File: config.mk
export PLATFORM = sky130hd
export DESIGN_NAME = multicycle_control_fsm
export DESIGN_NICKNAME = d
export VERILOG_FILES = /design/src/rtl/multicycle_control_fsm.sv
export SDC_FILE = /design/constraint.sdc
export NUM_CORES = 1
export LEC_CHECK = 0
export ABC_AREA = 0
export CELL_PAD_IN_SITES_DETAIL_PLACEMENT = 0
export CELL_PAD_IN_SITES_GLOBAL_PLACEMENT = 2
export CORE_AREA = 3 3 62 64
export DETAILED_ROUTE_END_ITERATION = 16
export DIE_AREA = 0 0 65 67
export PLACE_DENSITY_LB_ADDON = 0.1
export SLEW_MARGIN = 0
export SYNTH_ARGS = -nofsm -noshare
export SYNTH_HDL_FRONTEND = slang
export SYNTH_SLANG_ARGS = --single-unit
File: constraint.sdc
create_clock -name clk -period 4.45 [get_ports clk]
set_input_delay 0.89 -clock clk [delete_from_list [all_inputs] [get_ports clk]]
set_output_delay 0.89 -clock clk [all_outputs]
set_load 0.005 [all_outputs]
File: src/rtl/multicycle_control_fsm.sv
// Main sequencer for the multicycle RV32I core: steps each instruction through
// fetch/decode/execute/memory/writeback and drives every datapath enable and select.
module multicycle_control_fsm #(
    parameter int ALU_OP_W = 2
) (
    input  logic                clk,
    input  logic                rst,
    input  logic [6:0]          opcode,
    input  logic [2:0]          funct3,
    input  logic                alu_zero,
    input  logic                mem_ready,
    output logic                mem_read,
    output logic                mem_write,
    output logic                i_or_d,
    output logic                ir_write,
    output logic                pc_write,
    output logic                pc_src,
    output logic                reg_write,
    output logic [ALU_OP_W-1:0] alu_op,
    output logic [1:0]          alu_src_a,
    output logic [1:0]          alu_src_b,
    output logic [1:0]          result_src,
    output logic                instr_done,
    output logic                halted
);

    typedef enum logic [3:0] {
        S_FETCH    = 4'd0,
        S_DECODE   = 4'd1,
        S_MEM_ADDR = 4'd2,
        S_MEM_RD   = 4'd3,
        S_MEM_WB   = 4'd4,
        S_MEM_WR   = 4'd5,
        S_EXEC_R   = 4'd6,
        S_EXEC_I   = 4'd7,
        S_ALU_WB   = 4'd8,
        S_BRANCH   = 4'd9,
        S_JAL      = 4'd10,
        S_JALR     = 4'd11,
        S_UPPER    = 4'd12,
        S_HALT     = 4'd15
    } state_t;

    localparam logic [6:0] OP_LOAD   = 7'b0000011;
    localparam logic [6:0] OP_STORE  = 7'b0100011;
    localparam logic [6:0] OP_RTYPE  = 7'b0110011;
    localparam logic [6:0] OP_ITYPE  = 7'b0010011;
    localparam logic [6:0] OP_BRANCH = 7'b1100011;
    localparam logic [6:0] OP_JAL    = 7'b1101111;
    localparam logic [6:0] OP_JALR   = 7'b1100111;
    localparam logic [6:0] OP_LUI    = 7'b0110111;
    localparam logic [6:0] OP_AUIPC  = 7'b0010111;
    localparam logic [6:0] OP_FENCE  = 7'b0001111;

    localparam logic [ALU_OP_W-1:0] ALU_ADD = ALU_OP_W'(2'b00);
    localparam logic [ALU_OP_W-1:0] ALU_BR  = ALU_OP_W'(2'b01);
    localparam logic [ALU_OP_W-1:0] ALU_R   = ALU_OP_W'(2'b10);
    localparam logic [ALU_OP_W-1:0] ALU_I   = ALU_OP_W'(2'b11);

    state_t state_q, state_d;

    // Ungated request/enable terms; reset masks them below.
    logic rd_req, wr_req, ir_we, pc_we, rf_we, done, taken;

    // funct3[1] only distinguishes signed/unsigned compares, which the ALU handles.
    logic unused_funct3_bit;
    assign unused_funct3_bit = funct3[1];

    assign taken = (funct3[2] ? ~alu_zero : alu_zero) ^ funct3[0];

    always_ff @(posedge clk) begin
        if (rst) begin
            state_q <= S_FETCH;
        end else begin
            state_q <= state_d;
        end
    end

    always_comb begin
        state_d    = state_q;
        rd_req     = 1'b0;
        wr_req     = 1'b0;
        ir_we      = 1'b0;
        pc_we      = 1'b0;
        rf_we      = 1'b0;
        done       = 1'b0;
        i_or_d     = 1'b0;
        pc_src     = 1'b0;
        alu_op     = ALU_ADD;
        alu_src_a  = 2'b00;
        alu_src_b  = 2'b00;
        result_src = 2'b00;

        unique case (state_q)
            S_FETCH: begin
                rd_req    = 1'b1;
                alu_src_b = 2'b10;
                if (mem_ready) begin
                    ir_we   = 1'b1;
                    pc_we   = 1'b1;
                    state_d = S_DECODE;
                end
            end
            S_DECODE: begin
                alu_src_a = 2'b01;
                alu_src_b = 2'b01;
                case (opcode)
                    OP_LOAD, OP_STORE: state_d = S_MEM_ADDR;
                    OP_RTYPE:          state_d = S_EXEC_R;
                    OP_ITYPE:          state_d = S_EXEC_I;
                    OP_BRANCH:         state_d = S_BRANCH;
                    OP_JAL:            state_d = S_JAL;
                    OP_JALR:           state_d = S_JALR;
                    OP_LUI, OP_AUIPC:  state_d = S_UPPER;
                    OP_FENCE: begin
                        done    = 1'b1;
                        state_d = S_FETCH;
                    end
                    default:           state_d = S_HALT;
                endcase
            end
            S_MEM_ADDR: begin
                alu_src_a = 2'b10;
                alu_src_b = 2'b01;
                state_d   = (opcode == OP_LOAD) ? S_MEM_RD : S_MEM_WR;
            end
            S_MEM_RD: begin
                rd_req = 1'b1;
                i_or_d = 1'b1;
                if (mem_ready) begin
                    state_d = S_MEM_WB;
                end
            end
            S_MEM_WB: begin
                rf_we      = 1'b1;
                result_src = 2'b01;
                done       = 1'b1;
                state_d    = S_FETCH;
            end
            S_MEM_WR: begin
                wr_req = 1'b1;
                i_or_d = 1'b1;
                if (mem_ready) begin
                    done    = 1'b1;
                    state_d = S_FETCH;
                end
            end
            S_EXEC_R: begin
                alu_src_a = 2'b10;
                alu_op    = ALU_R;
                state_d   = S_ALU_WB;
            end
            S_EXEC_I: begin
                alu_src_a = 2'b10;
                alu_src_b = 2'b01;
                alu_op    = ALU_I;
                state_d   = S_ALU_WB;
            end
            S_ALU_WB: begin
                rf_we   = 1'b1;
                done    = 1'b1;
                state_d = S_FETCH;
            end
            S_BRANCH: begin
                alu_src_a = 2'b10;
                alu_op    = ALU_BR;
                pc_we     = taken;
                pc_src    = 1'b1;
                done      = 1'b1;
                state_d   = S_FETCH;
            end
            S_JAL: begin
                rf_we      = 1'b1;
                result_src = 2'b10;
                pc_we      = 1'b1;
                pc_src     = 1'b1;
                done       = 1'b1;
                state_d    = S_FETCH;
            end
            S_JALR: begin
                alu_src_a  = 2'b10;
                alu_src_b  = 2'b01;
                rf_we      = 1'b1;
                result_src = 2'b10;
                pc_we      = 1'b1;
                done       = 1'b1;
                state_d    = S_FETCH;
            end
            S_UPPER: begin
                rf_we      = 1'b1;
                result_src = (opcode == OP_LUI) ? 2'b11 : 2'b00;
                done       = 1'b1;
                state_d    = S_FETCH;
            end
            S_HALT: begin
                state_d = S_HALT;
            end
            default: begin
                state_d = S_HALT;
            end
        endcase
    end

    // Reset aborts whatever is in flight: no request, write or retirement escapes.
    assign mem_read   = rd_req & ~rst;
    assign mem_write  = wr_req & ~rst;
    assign ir_write   = ir_we  & ~rst;
    assign pc_write   = pc_we  & ~rst;
    assign reg_write  = rf_we  & ~rst;
    assign instr_done = done   & ~rst;
    assign halted     = (state_q == S_HALT) & ~rst;

endmodule
**After elaboration in Yosys (flattened, before gate mapping)**

Index checks and enable logic that the tools add are counted.

- Register bits: 4
- Word-level logic and storage cells: 72

- Reduce and logical (&&, ||, !) cells: 13
- Bitwise logic cells: 10
- Multiplexer cells: 22
- Equal/unequal tests: 26

Operators by type and width:

| operator | count |
|---|---|
| one-hot mux 4 bit (8 select lines) | 1 |
| one-hot mux 4 bit (7 select lines) | 1 |
| equality test 4 bit, second input constant | 6 |
| equality test 7 x 6 -> 1 bit, second input constant | 3 |
| equality test 7 bit, second input constant | 3 |
| equality test 4 x 3 -> 1 bit, second input constant | 4 |
| equality test 7 x 5 -> 1 bit, second input constant | 2 |
| OR reduction 2 bit | 7 |
| 2-to-1 mux 4 bit | 3 |
| one-hot mux 2 bit (3 select lines) | 2 |
| OR reduction 5 bit | 2 |
| 2-to-1 mux 1 bit | 9 |
| equality test 4 x 2 -> 1 bit, second input constant | 2 |
| one-hot mux 2 bit (2 select lines) | 2 |
| AND 1 bit | 7 |
| equality test 7 x 2 -> 1 bit, second input constant | 1 |
| equality test 7 x 4 -> 1 bit, second input constant | 1 |
| != test 2 bit, second input constant | 3 |
| one-hot mux 1 bit (3 select lines) | 2 |
| OR reduction 6 bit | 1 |
| equality test 4 x 1 -> 1 bit, second input constant | 1 |
| logical NOT 4 bit | 1 |
| OR reduction 4 bit | 1 |
| 2-to-1 mux 3 bit | 1 |
| 4 further kinds | 5 |

**Depth between registers and ports, before layout**

Gate-level depths: netlist (run 1).

- Depth after elaboration: 5
- Mapped depth: 6
- Depth with buffers taken out: 4

**Least setup slack after synthesis (run 1)**

No wires, ideal clock.

- Kind: input to output
- Start point: input port mem_ready
- End point: output port pc_write
- Setup slack: 1758 ps
- Data arrival time: 1802 ps
- Cell stages on the path: 4
- Path buffers: 1
- Path through: clkbuf_1 -> nand2b_1 -> or3_1 -> a311oi_1

- Cells in the longest elaborated chain, start to end: 3

RTL lines:

| item | line | RTL |
|---|---|---|
| from (decl) | 11 | `input logic mem_ready,` |
| 2-to-1 mux 1 bit | 98 | `if (mem_ready) begin` |
| one-hot mux 1 bit (3 select lines) | 94 | `unique case (state_q)` |
| AND 1 bit | 208 | `assign pc_write = pc_we & ~rst;` |
| to (decl) | 16 | `output logic pc_write,` |

No other way between the ends.

**Worst setup path in the final report (run 1)**

- Start point: input port opcode[6]
- End point: output port result_src[1]

- Cells in the longest elaborated chain, start to end: 3

RTL lines:

| item | line | RTL |
|---|---|---|
| from (decl) | 8 | `input logic [6:0] opcode,` |
| equality test 7 x 6 -> 1 bit | 191 | `result_src = (opcode == OP_LUI) ? 2'b11 : 2'b00;` |
| 2-to-1 mux 2 bit | 191 |  |
| one-hot mux 2 bit (3 select lines) | 94 |  |
| to (decl) | 22 | `output logic [1:0] result_src,` |

No other way between the ends.

==> summary.md, run 1 <==
| Metric | Value |
|---|---|
| Initial antenna violation count | 0 |
| Post-Synth XOR/XNOR Area | 0.0767 |
| Number of port buffers | 29 |
| Gp weighted congestion | between 0.7 and 0.8 |
| Ranking of synthesized cells by area | dfxtp_1, nand2_1, buf_2 |
| Post-CTS Setup Inserts | 0 |
| Die Y-Extent | approximately 67 microns |
| FFs w/ async S/R, synth | 0 |
| Layout cells sized above 1 | 0.0519 |
| Mux cell area share after synthesis | 0.0125 |
| Max-slew violations | 0 |
| Synth Area in Compound Gates | 0.300 |
| GRT Residual Overflow | 0 |
| N_diodes | 0 |
| #FFs+latches synth | 4 |
| Initial Util | 0.240 |
| Synth area leader | dfxtp_1 |
| Area of placed instances | 1090 sq um |
| Power Dens Cells | around 480 nW/um^2 |
| Fin area | approximately 1100 sq um |
| DRC errors left | 0 |
| Worst min path class | reg -> reg |
| Post-route setup TNS | 0 ps |
| Fmax | around 0.27 GHz |
| Post-DP HPWL | 1850 microns |
| Resized Gates After CTS | 0 |
| Vias post-DR | approximately 940 |
| Final wirelength | roughly 2400 microns |
| I/O pin count | 31 |
| Hold buffer count at cts | 0 |
| H-tree lvl count | 1 |
| Final setup viols | 0 |
| DR pass1 iterations | 4 |
| Largest register FFs | 4 |
| Largest Register | state_q |
| RSZ-0062 raised after global routing | no |
| Worst Path Max Fanout | 13 |
| Final Hold Vio Count | 0 |
| Clock transition at the registers of the reported paths | about 40 ps |
| Mapped Area | around 800 sq um |
| Fillcell total | about 380 |
| ANT nets after route | 0 |
| Outcome | completed |
| Max Buffers Root-to-Sink | 2 |
| Largest family of logic cells by synthesized area | simple AND/OR/NAND/NOR gates |
| Required @ worst endpoint | 3560 ps |
| VDD IR max | 98.7 uV |
| TritonCTS Sinks | 4 |
| Predominant post-synthesis flop cell | dfxtp_1 |
| Die area | between 4000 and 5000 sq um |
| Leak | about 0.38 nW |
| Pwr Total | around 0.53 mW |
| Ys Warns | 0 |
| Tcrit/Tclk final | 0.832 |
| EDFF count, synth | 0 |
| Number of global-route vias before repair | roughly 890 |
| Startpoint Class | input pin |
| Slew @ Worst Pin | between 700 and 800 ps |
| CP Capture Type | output port |
| CTS tree | yes |
| Final Skew | 0.978 ps |
| Final core occ | 0.332 |
| Slew headroom | 0.497 |
| Post-Synth Adder-Cell Area | 0 |
| Most frequent cell after synthesis | nand2_1 |
| Number of vias per cell | roughly 5.2 |
| Rows | 21 |
| Largest net degree at the start of global routing | 22 |
| Simple-Gate Fraction of Synth Area | 0.410 |
| First-pass GRT wire length | about 4000 microns |
| Core area | 3340 sq um |
| Post-synthesis sequential area ratio | 0.100 |
| Post-layout net count | 151 |
| Yosys cell types | 46 |
| Setup CP Type | in -> out |
| Final Critical Period | 3700 ps |
| CTS Root Cell | clkbuf_4 |
| Die X-Extent | approximately 65 microns |
| Post-synthesis cell count | about 120 |
| Critical Path AT | between 2000 and 3000 ps |
| Reported max-cap violation count | 0 |
| Post-Syn Area per Cell | ~7 sq um |
| Number of buffers created by CTS | 3 |
| Gr usage total | 0.113 |
| Synth top area share | 0.100 |
| List of most frequent post-synthesis cells | nand2_1, buf_2, nor2_1, xnor2_1 |
| DR iter-0 viols | 20 |
| Post-Syn Nets | 130 |
| Top Registers | state_q x4 |
| Synthesis-to-finish area growth | 38.7% |
| Clk Latency, worst-skew pair | ~230 ps |
| Routed WL per cell | 13.1 microns |
[critical path, stage by stage]
cell,delay (ps)
clkdlybuf4s50_1,620
nor4_1,450
nand4_1,130
a21boi_0,200
clkdlybuf4s50_1,520
[worst paths after layout]
kind               from            end  slack (ps)  depth (start not counted)
max           opcode[6]  result_src[1]         750                          5
min reg2reg  state_q[2]     state_q[3]         860                          2
max reg2reg  state_q[0]     state_q[0]        2530                          4
min          state_q[2]     state_q[3]         860                          2
[through the flow]
stage	std cells	setup slack, ps	hold WS, ps
global placement	178	714	881
CTS	181	695	869
finish	181	748	863
global route	181	530	935
floorplan	116	1760	606
detailed placement	178	693	863
[layout by cell type, fill, tap and decap left out, drive strengths merged, types with 3 or more instances in the layout]
master	instances
clkdlybuf4s50	29
nand2	14
nor2	10
xnor2	5
nor2b	4
dfxtp	4
inv	3
nand2b	3
nor4	3
o21ai	3
a21o	3
nor3	3
a31oi	3
nor3b	3
a311oi	3
clkbuf	3
nor4b	3
[cell families (layout without fill, tap and decap cells)]
group | after synthesis | after routing
simple gates | 56 | 56
compound gates | 31 | 31
buf+inv | 17 | 36
xor+xnor | 7 | 7
flops | 4 | 4
mux | 1 | 1
[layer usage]
| metal | vias up | GRT usage | part of all wire |
|---|---|---|---|
| met5 | - | 0 | 0 |
| met4 | 0 | 0.0475 | 0.0072 |
| met1 | 436 | 0.141 | 0.44 |
| met3 | 2 | 0.00169 | 0.033 |
| li1 | 474 | - | - |
| met2 | 27 | 0.203 | 0.52 |
[power breakdown]
group / total (mW) / switching (mW) / internal, mW / leakage, nW
Sequential: 0.129 / 0.0782 / 0.0504 / 0.0331
Combinational: 0.353 / 0.150 / 0.203 / 0.336
Clock: 0.0446 / 0.0145 / 0.0301 / 0.0138
Total: 0.527 / 0.243 / 0.284 / 0.383
[final cells by class]
class / count / area, sq um / area share
multi-input cells: 95 / 639 / 0.577
well taps: 46 / 57.6 / 0.0519
repair buffers: 30 / 298 / 0.269
clock buffers: 3 / 22.5 / 0.0203
flip-flops and latches: 4 / 80.1 / 0.0722
inverters: 3 / 11.3 / 0.0102
Power figures use the tool's default switching activity.
==> inputs of run 2 (changes only) <==
--- a/config.mk
+++ b/config.mk
@@ -8,9 +8,9 @@
 export ABC_AREA = 0
 export CELL_PAD_IN_SITES_DETAIL_PLACEMENT = 0
 export CELL_PAD_IN_SITES_GLOBAL_PLACEMENT = 2
-export CORE_AREA = 3 3 62 64
+export CORE_AREA = 3 3 68 70
 export DETAILED_ROUTE_END_ITERATION = 16
-export DIE_AREA = 0 0 65 67
+export DIE_AREA = 0 0 71 73
 export PLACE_DENSITY_LB_ADDON = 0.1
 export SLEW_MARGIN = 0
 export SYNTH_ARGS = -nofsm -noshare
==> constraint.sdc (replaced) <==
create_clock -name clk -period 3.05 [get_ports clk]
set_input_delay 0.61 -clock clk [delete_from_list [all_inputs] [get_ports clk]]
set_output_delay 0.61 -clock clk [all_outputs]
set_load 0.005 [all_outputs]
==> run 2 against run 1 <==
Net effect: sequential cell count did not move; clock power is 150% higher; final cell count increased by 13%; cell area is 16% higher; setup slack got worse by 630 ps; sequential power rose by 9%; total power up 69%; global-route usage is 0.52 points higher; worst hold slack lost 16 ps; non-clock buffer count rose by 20; combinational power up 81%; critical path depth is 2 higher.
==> summary.md, run 2 (synthesized netlist as in run 1, its figures left out) <==
| Metric | Value |
|---|---|
| Outcome | completed (unchanged) |
| Hold buffer count at cts | 0 (unchanged) |
| Worst min path class | reg -> reg (unchanged) |
| Post-DP HPWL | 2380 microns (was 1850 microns) |
| Initial antenna violation count | 0 (unchanged) |
| Routed WL per cell | 14.0 microns (was 13.1 microns) |
| Largest net degree at the start of global routing | 16 (was 22) |
| R2R depth | 5 (was 4) |
| Final setup viols | 0 (unchanged) |
| ANT nets after route | 0 (unchanged) |
| Placed cell count | 202 (was 178) |
| Required @ worst endpoint | 2440 ps (was 3560 ps) |
| Number of vias per cell | 4.97 (was 5.19) |
| Gp weighted congestion | 0.736 (was 0.787) |
| N_diodes | 0 (unchanged) |
| CTS tree | yes (unchanged) |
| Final wirelength | 2860 microns (was 2370 microns) |
| Worst Path Max Fanout | 2 (was 13) |
| Final Hold Vio Count | 0 (unchanged) |
| RSZ-0062 raised after global routing | no (unchanged) |
| Most frequent cells in the layout | clkdlybuf4s50_1, buf_4, nand2_1 (was clkdlybuf4s50_1, nand2_1, nor2_1) |
| Slowest Stage Delay on Critical Path | 520 ps (was 620 ps) |
| Max Buffers Root-to-Sink | 2 (unchanged) |
| R2r setup slk | 1400 ps (was 2530 ps) |
| DP Worst Slack | -47.1 ps (was 693 ps) |
| Layout cells sized above 1 | 0.181 (was 0.0519) |
| Clock transition at the registers of the reported paths | 30 ps (was 40 ps) |
| Vias post-DR | 1019 (was 939) |
| Max-slew violations | 0 (unchanged) |
| DR pass1 iterations | 4 (unchanged) |
| Synthesis-to-finish area growth | 61.5% (was 38.7%) |
| CP Depth | 7 (was 5) |
| CTS Root Cell | clkbuf_8 (was clkbuf_4) |
| Non-filler instance count after layout | 205 (was 181) |
| CP Capture Type | output port (unchanged) |
| DR iter-0 viols | 21 (was 20) |
| Setup CP Type | in -> out (unchanged) |
| Largest Register | state_q (unchanged) |
| Clk Latency, worst-skew pair | 220 ps (was 230 ps) |
| Worst hold slack | 847 ps (was 863 ps) |
| Final Skew | 0.608 ps (was 0.978 ps) |
| I/O pin count | 31 (unchanged) |
| Tcrit/Tclk final | 0.961 |
| VDD IR max | 167 uV (was 98.7 uV) |
| Number of port buffers | 29 (unchanged) |
| Power Dens Cells | 690 nW/um^2 (was 475 nW/um^2) |
| Leak | 0.508 nW (was 0.383 nW) |
| Gr usage total | 0.118 (was 0.113) |
| Post-CTS Setup Inserts | 0 (unchanged) |
| Commonest non-fill, non-tap cell in the layout | clkdlybuf4s50_1 (unchanged) |
| Die area | 5180 sq um (was 4360 sq um) |
| Fmax | approximately 0.34 GHz |
| Top Family by Delay on Critical Path | buffers and inverters (unchanged) |
| Initial Util | 0.198 (was 0.240) |
| Number of buffers created by CTS | 3 (unchanged) |
| Pwr Total | 0.890 mW (was 0.527 mW) |
| Largest register FFs | 4 (unchanged) |
| Worst Setup EP | result_src[0] (was result_src[1]) |
| Area of placed instances | 1240 sq um (was 1090 sq um) |
| RR Endpoint | state_q[3] (was state_q[0]) |
| Fillcell total | 460 (was 376) |
| Number of global-route vias before repair | 1054 (was 885) |
| Crit-path slowest cell | clkdlybuf4s50_1 (unchanged) |
| H-tree lvl count | 1 (unchanged) |
| Reported max-cap violation count | 0 (unchanged) |
| Post-route setup TNS | 0 ps (unchanged) |
| Crit path buf inv count | 3 (was 2) |
| Final Critical Period | 2930 ps |
| Die X-Extent | 71 microns (was 65 microns) |
| Hold Path Depth | 3 (was 2) |
| First-pass GRT wire length | 4910 microns (was 3980 microns) |
| Slew @ Worst Pin | 582 ps (was 753 ps) |
| CP startpoint | opcode[4] (was opcode[6]) |
| CP cell instances | clkdlybuf4s50_1 > nand2_1 > nor4_2 > buf_4 > nand2_1 > a21oi_1 > clkdlybuf4s50_1 (was clkdlybuf4s50_1 > nor4_1 > nand4_1 > a21boi_0 > clkdlybuf4s50_1) |
| Core area | 4030 sq um (was 3340 sq um) |
| Fin area | 1290 sq um (was 1110 sq um) |
| TritonCTS Sinks | 4 (unchanged) |
| Rows | 23 (was 21) |
| Die Y-Extent | 73 microns (was 67 microns) |
| R2R Path Start | state_q[3] (was state_q[0]) |
| Post-layout net count | 171 (was 151) |
| GRT Residual Overflow | 0 (unchanged) |
| Critical Path AT | 2320 ps (was 2810 ps) |
| Top Registers | state_q x4 (unchanged) |
| Startpoint Class | input pin (unchanged) |
| Slew headroom | 0.611 (was 0.497) |
| Final core occ | 0.320 (was 0.332) |
| Final WS setup | 118 ps (was 748 ps) |
| DRC errors left | 0 (unchanged) |
[run 2: routing by layer]
layer	vias to the layer above	routed length (microns)	track usage
met2	25	1390	0.202
met4	0	36	0.0564
met1	477	1360	0.151
met5	-	0	0
met3	2	76	0.00826
li1	515	-	-
[run 2: layout make-up]
type | instances | area, sq um | area share
multi-input combinational | 95 | 646 | 0.500
timing repair buffer | 50 | 450 | 0.349
inverter | 3 | 11.3 | 0.00872
tap | 50 | 62.6 | 0.0484
clock buffer | 3 | 41.3 | 0.0320
sequential | 4 | 80.1 | 0.0620
[run 2: worst min path at each step]
stage | startpoint | endpoint | slack (ps)
3_3_place_gp | state_q[3] | state_q[3] | 840
5_1_grt | state_q[1] | state_q[1] | 900
6_report | state_q[1] | state_q[1] | 850
2_1_floorplan | state_q[2] | state_q[3] | 610
3_5_place_dp | state_q[1] | state_q[1] | 840
4_1_cts | state_q[1] | state_q[1] | 850
[run 2: what timing repair did]
action | in CTS | in global routing
pin swaps | 0 | 2
resized for setup | 1 | 2
endpoints found under the setup margin | 1 | 1
[run 2: worst reg2reg max path, stage by stage, from the launching register on]
cell	delay (ps)
dfxtp_1	600
buf_4	250
nor4b_1	60
a21o_1	180
a22oi_1	280
a311oi_1	140
[run 2: power by group]
| group | total (mW) | leakage [nW] | switching (mW) | internal (mW) |
|---|---|---|---|---|
| Sequential | 0.141 | 0.0331 | 0.0671 | 0.0738 |
| Combinational | 0.638 | 0.454 | 0.293 | 0.345 |
| Clock | 0.111 | 0.0216 | 0.0273 | 0.0841 |
==> inputs of run 3 (changes only) <==
--- a/config.mk
+++ b/config.mk
@@ -12,7 +12,6 @@
 export DETAILED_ROUTE_END_ITERATION = 16
 export DIE_AREA = 0 0 71 73
 export PLACE_DENSITY_LB_ADDON = 0.1
-export SLEW_MARGIN = 0
 export SYNTH_ARGS = -nofsm -noshare
 export SYNTH_HDL_FRONTEND = slang
 export SYNTH_SLANG_ARGS = --single-unit
==> results of run 3 <==
Final layout, timing and power as in run 2 (identical DEF).
